==> config.mk <==
export PLATFORM = sky130hd
export DESIGN_NAME = record_packer_flat
export DESIGN_NICKNAME = d
export VERILOG_FILES = /design/src/rtl/record_packer_pkg.sv /design/src/rtl/record_packer_if.sv /design/src/rtl/record_packer_fifo.sv /design/src/rtl/record_packer.sv /design/src/flat_wrapper.sv
export SDC_FILE = /design/constraint.sdc
export NUM_CORES = 1
export LEC_CHECK = 0
export ABC_AREA = 1
export BUFFER_PORTS_ARGS = -buffer_cell sky130_fd_sc_hd__clkbuf_2
export CAP_MARGIN = 20
export CORE_ASPECT_RATIO = 0.7
export CORE_MARGIN = 1.5
export CORE_UTILIZATION = 50
export CTS_CLUSTER_DIAMETER = 50
export DETAILED_ROUTE_END_ITERATION = 10
export GPL_TIMING_DRIVEN = 0
export PLACE_DENSITY = 0.72
export REMOVE_ABC_BUFFERS = 1
export SYNTH_ARGS = -nofsm -noshare
export SYNTH_HDL_FRONTEND = slang
export SYNTH_SLANG_ARGS = --single-unit
==> constraint.sdc <==
create_clock -name clk -period 4.01 [get_ports clk]
set_clock_uncertainty 0.2 [all_clocks]
set_input_delay 0.2005 -clock clk [delete_from_list [all_inputs] [get_ports clk]]
set_output_delay 0.2005 -clock clk [all_outputs]
set_load 0.01 [all_outputs]
==> src/rtl/record_packer_pkg.sv <==
// Shared types for the record packer: the input-side FSM states and the record format.
package record_packer_pkg;

   typedef enum logic {
      GET_X,
      GET_Y
   } record_packer_sections_e;

   // x is the signed first word of a pair, y the unsigned second word
   typedef struct packed {
      logic signed [31:0] x;
      logic        [31:0] y;
   } record_t;

   localparam int unsigned DEFAULT_DEPTH = 4;
   localparam int unsigned DEFAULT_CNT_W = 16;

endpackage

==> src/rtl/record_packer_if.sv <==
// Word-input and record-output handshake bus of the record packer.
interface record_packer_if #(
   parameter int CNT_W = 16
);
   import record_packer_pkg::*;

   logic [31:0]      word_in;
   logic             word_in_sync;
   logic             word_in_notify;
   record_t          rec_out;
   logic             rec_out_sync;
   logic             rec_out_notify;
   logic [CNT_W-1:0] rec_count;

   modport master (
      output word_in,
      output word_in_sync,
      output rec_out_sync,
      input  word_in_notify,
      input  rec_out,
      input  rec_out_notify,
      input  rec_count
   );

   modport slave (
      input  word_in,
      input  word_in_sync,
      input  rec_out_sync,
      output word_in_notify,
      output rec_out,
      output rec_out_notify,
      output rec_count
   );

endinterface

==> src/rtl/record_packer_fifo.sv <==
// Small circular record buffer; storage is left unreset, the head output reads zero when empty.
module record_fifo
   import record_packer_pkg::*;
#(
   parameter int DEPTH = 4
) (
   input  logic                   clk,
   input  logic                   rst,
   input  logic                   push,
   input  logic                   pop,
   input  record_t                data_in,
   output record_t                data_out,
   output logic [$clog2(DEPTH):0] count,
   output logic                   full,
   output logic                   empty
);

   localparam int PTR_W = $clog2(DEPTH);

   record_t          mem [DEPTH];
   logic [PTR_W-1:0] wr_ptr;
   logic [PTR_W-1:0] rd_ptr;
   logic             push_ok;
   logic             pop_ok;

   assign full    = (count == (PTR_W+1)'(DEPTH));
   assign empty   = (count == '0);
   assign push_ok = push && !full;
   assign pop_ok  = pop && !empty;

   // Pointers are exactly log2(DEPTH) wide so they wrap without extra logic
   always_ff @(posedge clk or posedge rst) begin
      if (rst) begin
         wr_ptr <= '0;
         rd_ptr <= '0;
         count  <= '0;
      end else begin
         if (push_ok) wr_ptr <= wr_ptr + 1'b1;
         if (pop_ok)  rd_ptr <= rd_ptr + 1'b1;
         case ({push_ok, pop_ok})
            2'b10:   count <= count + 1'b1;
            2'b01:   count <= count - 1'b1;
            default: count <= count;
         endcase
      end
   end

   always_ff @(posedge clk) begin
      if (push_ok) mem[wr_ptr] <= data_in;
   end

   assign data_out = empty ? '0 : mem[rd_ptr];

endmodule

==> src/rtl/record_packer.sv <==
// Packs pairs of 32-bit words into records and offers them to the consumer through a FIFO.
module record_packer
   import record_packer_pkg::*;
#(
   parameter int DEPTH = DEFAULT_DEPTH,
   parameter int CNT_W = DEFAULT_CNT_W
) (
   input logic             clk,
   input logic             rst,
   record_packer_if.slave  bus
);

   record_packer_sections_e state;
   record_packer_sections_e state_d;

   logic signed [31:0]     x_hold;
   logic [CNT_W-1:0]       rec_count;
   logic                   word_ready;
   logic                   in_xfer;
   logic                   out_xfer;
   logic                   push;
   record_t                new_rec;
   record_t                head_rec;
   logic [$clog2(DEPTH):0] fifo_count;
   logic                   fifo_full;
   logic                   fifo_empty;

   // An x word only fills the holding register, so GET_X never has to wait for FIFO space
   assign word_ready = (state == GET_X) || !fifo_full;
   assign in_xfer    = word_ready && bus.word_in_sync;
   assign out_xfer   = !fifo_empty && bus.rec_out_sync;
   assign new_rec    = '{x: x_hold, y: bus.word_in};

   always_ff @(posedge clk or posedge rst) begin
      if (rst) begin
         state     <= GET_X;
         x_hold    <= '0;
         rec_count <= '0;
      end else begin
         state <= state_d;
         if ((state == GET_X) && in_xfer) x_hold <= bus.word_in;
         if (out_xfer) rec_count <= rec_count + 1'b1;
      end
   end

   always_comb begin
      state_d = state;
      push    = 1'b0;
      case (state)
         GET_X: begin
            if (in_xfer) state_d = GET_Y;
         end
         GET_Y: begin
            if (in_xfer) begin
               push    = 1'b1;
               state_d = GET_X;
            end
         end
         default: state_d = GET_X;
      endcase
   end

   record_fifo #(
      .DEPTH(DEPTH)
   ) u_fifo (
      .clk     (clk),
      .rst     (rst),
      .push    (push),
      .pop     (out_xfer),
      .data_in (new_rec),
      .data_out(head_rec),
      .count   (fifo_count),
      .full    (fifo_full),
      .empty   (fifo_empty)
   );

   assign bus.word_in_notify = word_ready;
   assign bus.rec_out        = head_rec;
   assign bus.rec_out_notify = (fifo_count != '0);
   assign bus.rec_count      = rec_count;

endmodule

==> src/flat_wrapper.sv <==
// flat-port wrapper written by rule: the top's interface ports become plain ports
module record_packer_flat import record_packer_pkg::*;
#(
   parameter int DEPTH = DEFAULT_DEPTH,
   parameter int CNT_W = DEFAULT_CNT_W
)
  (clk, rst, bus_word_in, bus_word_in_sync, bus_rec_out_sync, bus_word_in_notify, bus_rec_out, bus_rec_out_notify, bus_rec_count);
  record_packer_if #(.CNT_W(CNT_W)) bus_i ();
  input logic clk;
  input logic rst;
  input wire logic [$bits(bus_i.word_in)-1:0] bus_word_in;
  input wire logic [$bits(bus_i.word_in_sync)-1:0] bus_word_in_sync;
  input wire logic [$bits(bus_i.rec_out_sync)-1:0] bus_rec_out_sync;
  output wire logic [$bits(bus_i.word_in_notify)-1:0] bus_word_in_notify;
  output wire logic [$bits(bus_i.rec_out)-1:0] bus_rec_out;
  output wire logic [$bits(bus_i.rec_out_notify)-1:0] bus_rec_out_notify;
  output wire logic [$bits(bus_i.rec_count)-1:0] bus_rec_count;
  assign bus_i.word_in = bus_word_in;
  assign bus_i.word_in_sync = bus_word_in_sync;
  assign bus_i.rec_out_sync = bus_rec_out_sync;
  assign bus_word_in_notify = bus_i.word_in_notify;
  assign bus_rec_out = bus_i.rec_out;
  assign bus_rec_out_notify = bus_i.rec_out_notify;
  assign bus_rec_count = bus_i.rec_count;
  record_packer #(.DEPTH(DEPTH), .CNT_W(CNT_W)) u_core (.clk(clk), .rst(rst), .bus(bus_i));
endmodule
==> flow_metrics.env <==
export IMPL_syn_inst=987
export IMPL_grt_antenna_before_repair=0
export IMPL_hold_viol_final=0
export IMPL_area_growth_pct=18.8
export IMPL_pwr_share_seq_pct=43.7
export IMPL_hpwlAfterDp_um=14000
export IMPL_grt_met2_usage_pct=31.5
export IMPL_path_max_fanout=66
export IMPL_cts_sinks=312
export IMPL_cts_root_buf="clkbuf_16"
export IMPL_drtAntennaViolNets=0
export IMPL_synth_flop_cell="edfxtp_1"
export IMPL_synth_most_common_cell="nor2_1"
export IMPL_drt_pass1_iterations=5
export IMPL_tightest_slew_ns=0.922
export IMPL_diodes=0
export IMPL_synth_top_area_share_pct=62.2
export IMPL_grt_max_degree=75
export IMPL_cp_end_kind="primary output"
export IMPL_vias=7725
export IMPL_finalMaxSlewViolations=0
export IMPL_min_period_over_period_pct=89.6
export IMPL_worstSetupPathType="flip-flop to primary output"
export IMPL_rrSetupSlack_ns=1.20
export IMPL_dpl_worst_slack_ns=1.00
export IMPL_routedWlPerCell_um=17.1
export IMPL_gp_congestion=0.761
export IMPL_peakVddDrop_mv=0.537
export IMPL_chipHeight_um=135
export IMPL_clkPwrFrac_pct=23.6
export IMPL_grt_busiest_layer="met2"
export IMPL_status="completed"
export IMPL_fin_area_sq_um=14700
export IMPL_combinationalPowerShare_pct=32.6
export IMPL_cts_buffers=29
export IMPL_grt_pass1_vias=7116
export IMPL_clk_path_buf_depth=3
export IMPL_ys_ff_latch=312
export IMPL_avgSynthCellArea_sq_um=12.5
export IMPL_die_area_sq_um=25700
export IMPL_power_density_nw_per_um2=766
export IMPL_drcViolationCount=0
export IMPL_cts_tree="yes"
export IMPL_core_area_sq_um=23900
export IMPL_drt_initial_drc_count=629
export IMPL_yosysUniqueCellTypes=26
export IMPL_placement_io_buffers=117
export IMPL_use_met3_pct=2.75
export IMPL_grt_pass1_wl_um=38700
export IMPL_ios=118
export IMPL_crit_required_ns=3.61
export IMPL_initial_core_util_pct=51.6
export IMPL_setup_viol=0
export IMPL_p_int_mw=7.28
export IMPL_r2r_cells=12
export IMPL_synth_area_leaders="edfxtp_1, dfrtp_1, nor2_1"
export IMPL_startpoint_type="flip-flop"
export IMPL_rr_startpoint="u_core.u_fifo.count[1]"
export IMPL_fin_ws_ns=0.417
export IMPL_p_switching_mw=3.97
export IMPL_synth_commonest_cells="nor2_1, edfxtp_1, o21ai_0, a21oi_1, dfrtp_1"
export IMPL_h_tree_depth=1
export IMPL_cp_data_arrival_time_ns=3.19
export IMPL_synth_edf_count=256
export IMPL_grt_use_total_pct=19.5
export IMPL_rsz0062_at_grt="no"
export IMPL_synth_top_area_cell="edfxtp_1"
export IMPL_maxCapViolations=0
export IMPL_cts_clk_slew_worst_paths_ns=0.06
export IMPL_dieWidth_um=191
export IMPL_grt_use_met1_pct=28.5
export IMPL_ys_seq_area_share_pct=73.5
export IMPL_via_per_inst=5.26
export IMPL_cts_resized=0
export IMPL_min_path_type="primary input to asynchronous set/reset pin"
export IMPL_swShare_pct=35.3
export IMPL_final_layout_size_suffix_gt1_share_pct=18.8
export IMPL_leakage_nw=5.43
export IMPL_timing_rr_end="u_core.u_fifo.count[2]"
export IMPL_placedInstanceArea_sq_um=13400
export IMPL_num_rows=47
export IMPL_overflow=0
export IMPL_relSlewSlack_pct=38.6
export IMPL_nets=1176
export IMPL_syn_cell_area_sq_um=12400
export IMPL_routed_wl_um=25100
export IMPL_fin_crit_ns=3.59
export IMPL_fmax_ghz=0.278
export IMPL_synth_async_sr_flop_share_pct=17.9
export IMPL_yosys_warnings=0
export IMPL_clk_latency_ns=0.54
per-stage QoR:
step	hold WS (ns)	utilization, %	total power, mW	cells	setup TNS, ns
after global routing	0.229	61.4	11.9	1470	0
after floorplan	0.0994	-	7.01	935	-115.04
final	0.150	61.4	11.2	1470	0
after CTS	0.209	61.4	11.3	1470	0
after global placement	0.233	54.6	8.50	1370	-874.46
after detailed placement	0.238	56.0	8.66	1383	0
sequential cells by signal (all words and copies together) (netlist names):
register and count:
u_core.x_hold 32, u_core.u_fifo.mem 256, u_core.state 1, u_core.u_fifo.rd_ptr 2, u_core.bus.rec_count 16, u_core.u_fifo.count 3, u_core.u_fifo.wr_ptr 2
layout make-up:
type                       instances  area (sq um)
clock buffer                      34           774
timing repair buffer             165          1230
tap                              318           398
fill                            1808          9250
inverter                          33           129
clock inverter                    18           155
multi-input combinational        590          2910
sequential                       312          9100
cells by family (layout without fill, tap and decap cells):
family,Yosys count,in the layout,share of synthesized area (%)
multiplexers,32,32,2.92
AND/OR/NAND/NOR,341,341,10.6
buffers and inverters,85,250,3.23
adder cells (fa/ha/maj),9,9,0.972
XOR/XNOR,10,10,0.709
flip-flops,312,312,73.5
AO/OA/AOI/OAI,198,198,8.02
layout by cell type, fill, tap and decap left out, types with 2 or more instances in the layout:
cell type      netlist  final
clkbuf_1            16      2
clkbuf_2             0    117
dfrtp_1             56     54
mux2_1               2      2
nand3_1              7      7
nand2_2              2      2
edfxtp_1           256    256
bufinv_16            0      2
ha_1                 8      7
o21ai_0            126    126
clkbuf_8             0      3
clkinv_1             0      6
nand4_1              2      2
buf_16               0      4
inv_1               30     29
a21oi_1             66     66
inv_4                0      2
clkinv_2             0      2
xor2_1               9      9
o21ai_1              6      6
nand2_1             45     45
dlygate4sd3_1        0     35
mux2_2              30     30
nor2_4               0      4
nor2_1             280    276
clkbuf_16            0     29
buf_12               0      9
nand3b_1             3      3
clkinvlp_4           0      6
inv_2                3      2
dfrtp_4              0      2
routing by layer:
metal | up-vias | routed length, um
li1 | 3720 | -
met1 | 3784 | 11600
met2 | 190 | 11800
met3 | 31 | 1250
met4 | 0 | 376
met5 | - | 0
worst max path at each step:
stage,to,cells past startpoint,slack (ns),from
4_1_cts,bus_rec_out[59],6,0.41,u_core.u_fifo.rd_ptr[1]
3_5_place_dp,bus_rec_out[59],6,1.00,u_core.u_fifo.rd_ptr[1]
2_1_floorplan,bus_rec_out[0],3,-0.36,u_core.u_fifo.rd_ptr[0]
5_1_grt,bus_rec_out[59],6,0.25,u_core.u_fifo.rd_ptr[1]
3_3_place_gp,bus_rec_out[8],4,-3.85,u_core.u_fifo.rd_ptr[0]
6_report,bus_rec_out[59],6,0.42,u_core.u_fifo.rd_ptr[1]
power by group through the flow:
stage / Combinational, mW / Sequential [mW] / Clock (mW)
after floorplan: 2.11 / 4.90 / 0
after global placement: 3.37 / 5.13 / 0
after detailed placement: 3.67 / 4.98 / 0
after CTS: 3.71 / 4.92 / 2.71
after global routing: 4.09 / 5.00 / 2.84
final: 3.67 / 4.92 / 2.66
critical path, stage by stage (launching register included):
cell and delay, ns:
dfrtp_4 1.03, inv_2 0.57, buf_12 0.35, nor2_1 0.12
o21ai_0 0.09, a21oi_1 0.27, clkbuf_2 0.19
repair_timing:
item,CTS,global route
hold endpoints to repair,225,0
setup buffers,0,0
hold buffers,35,0
Power figures use the tool's default switching activity.
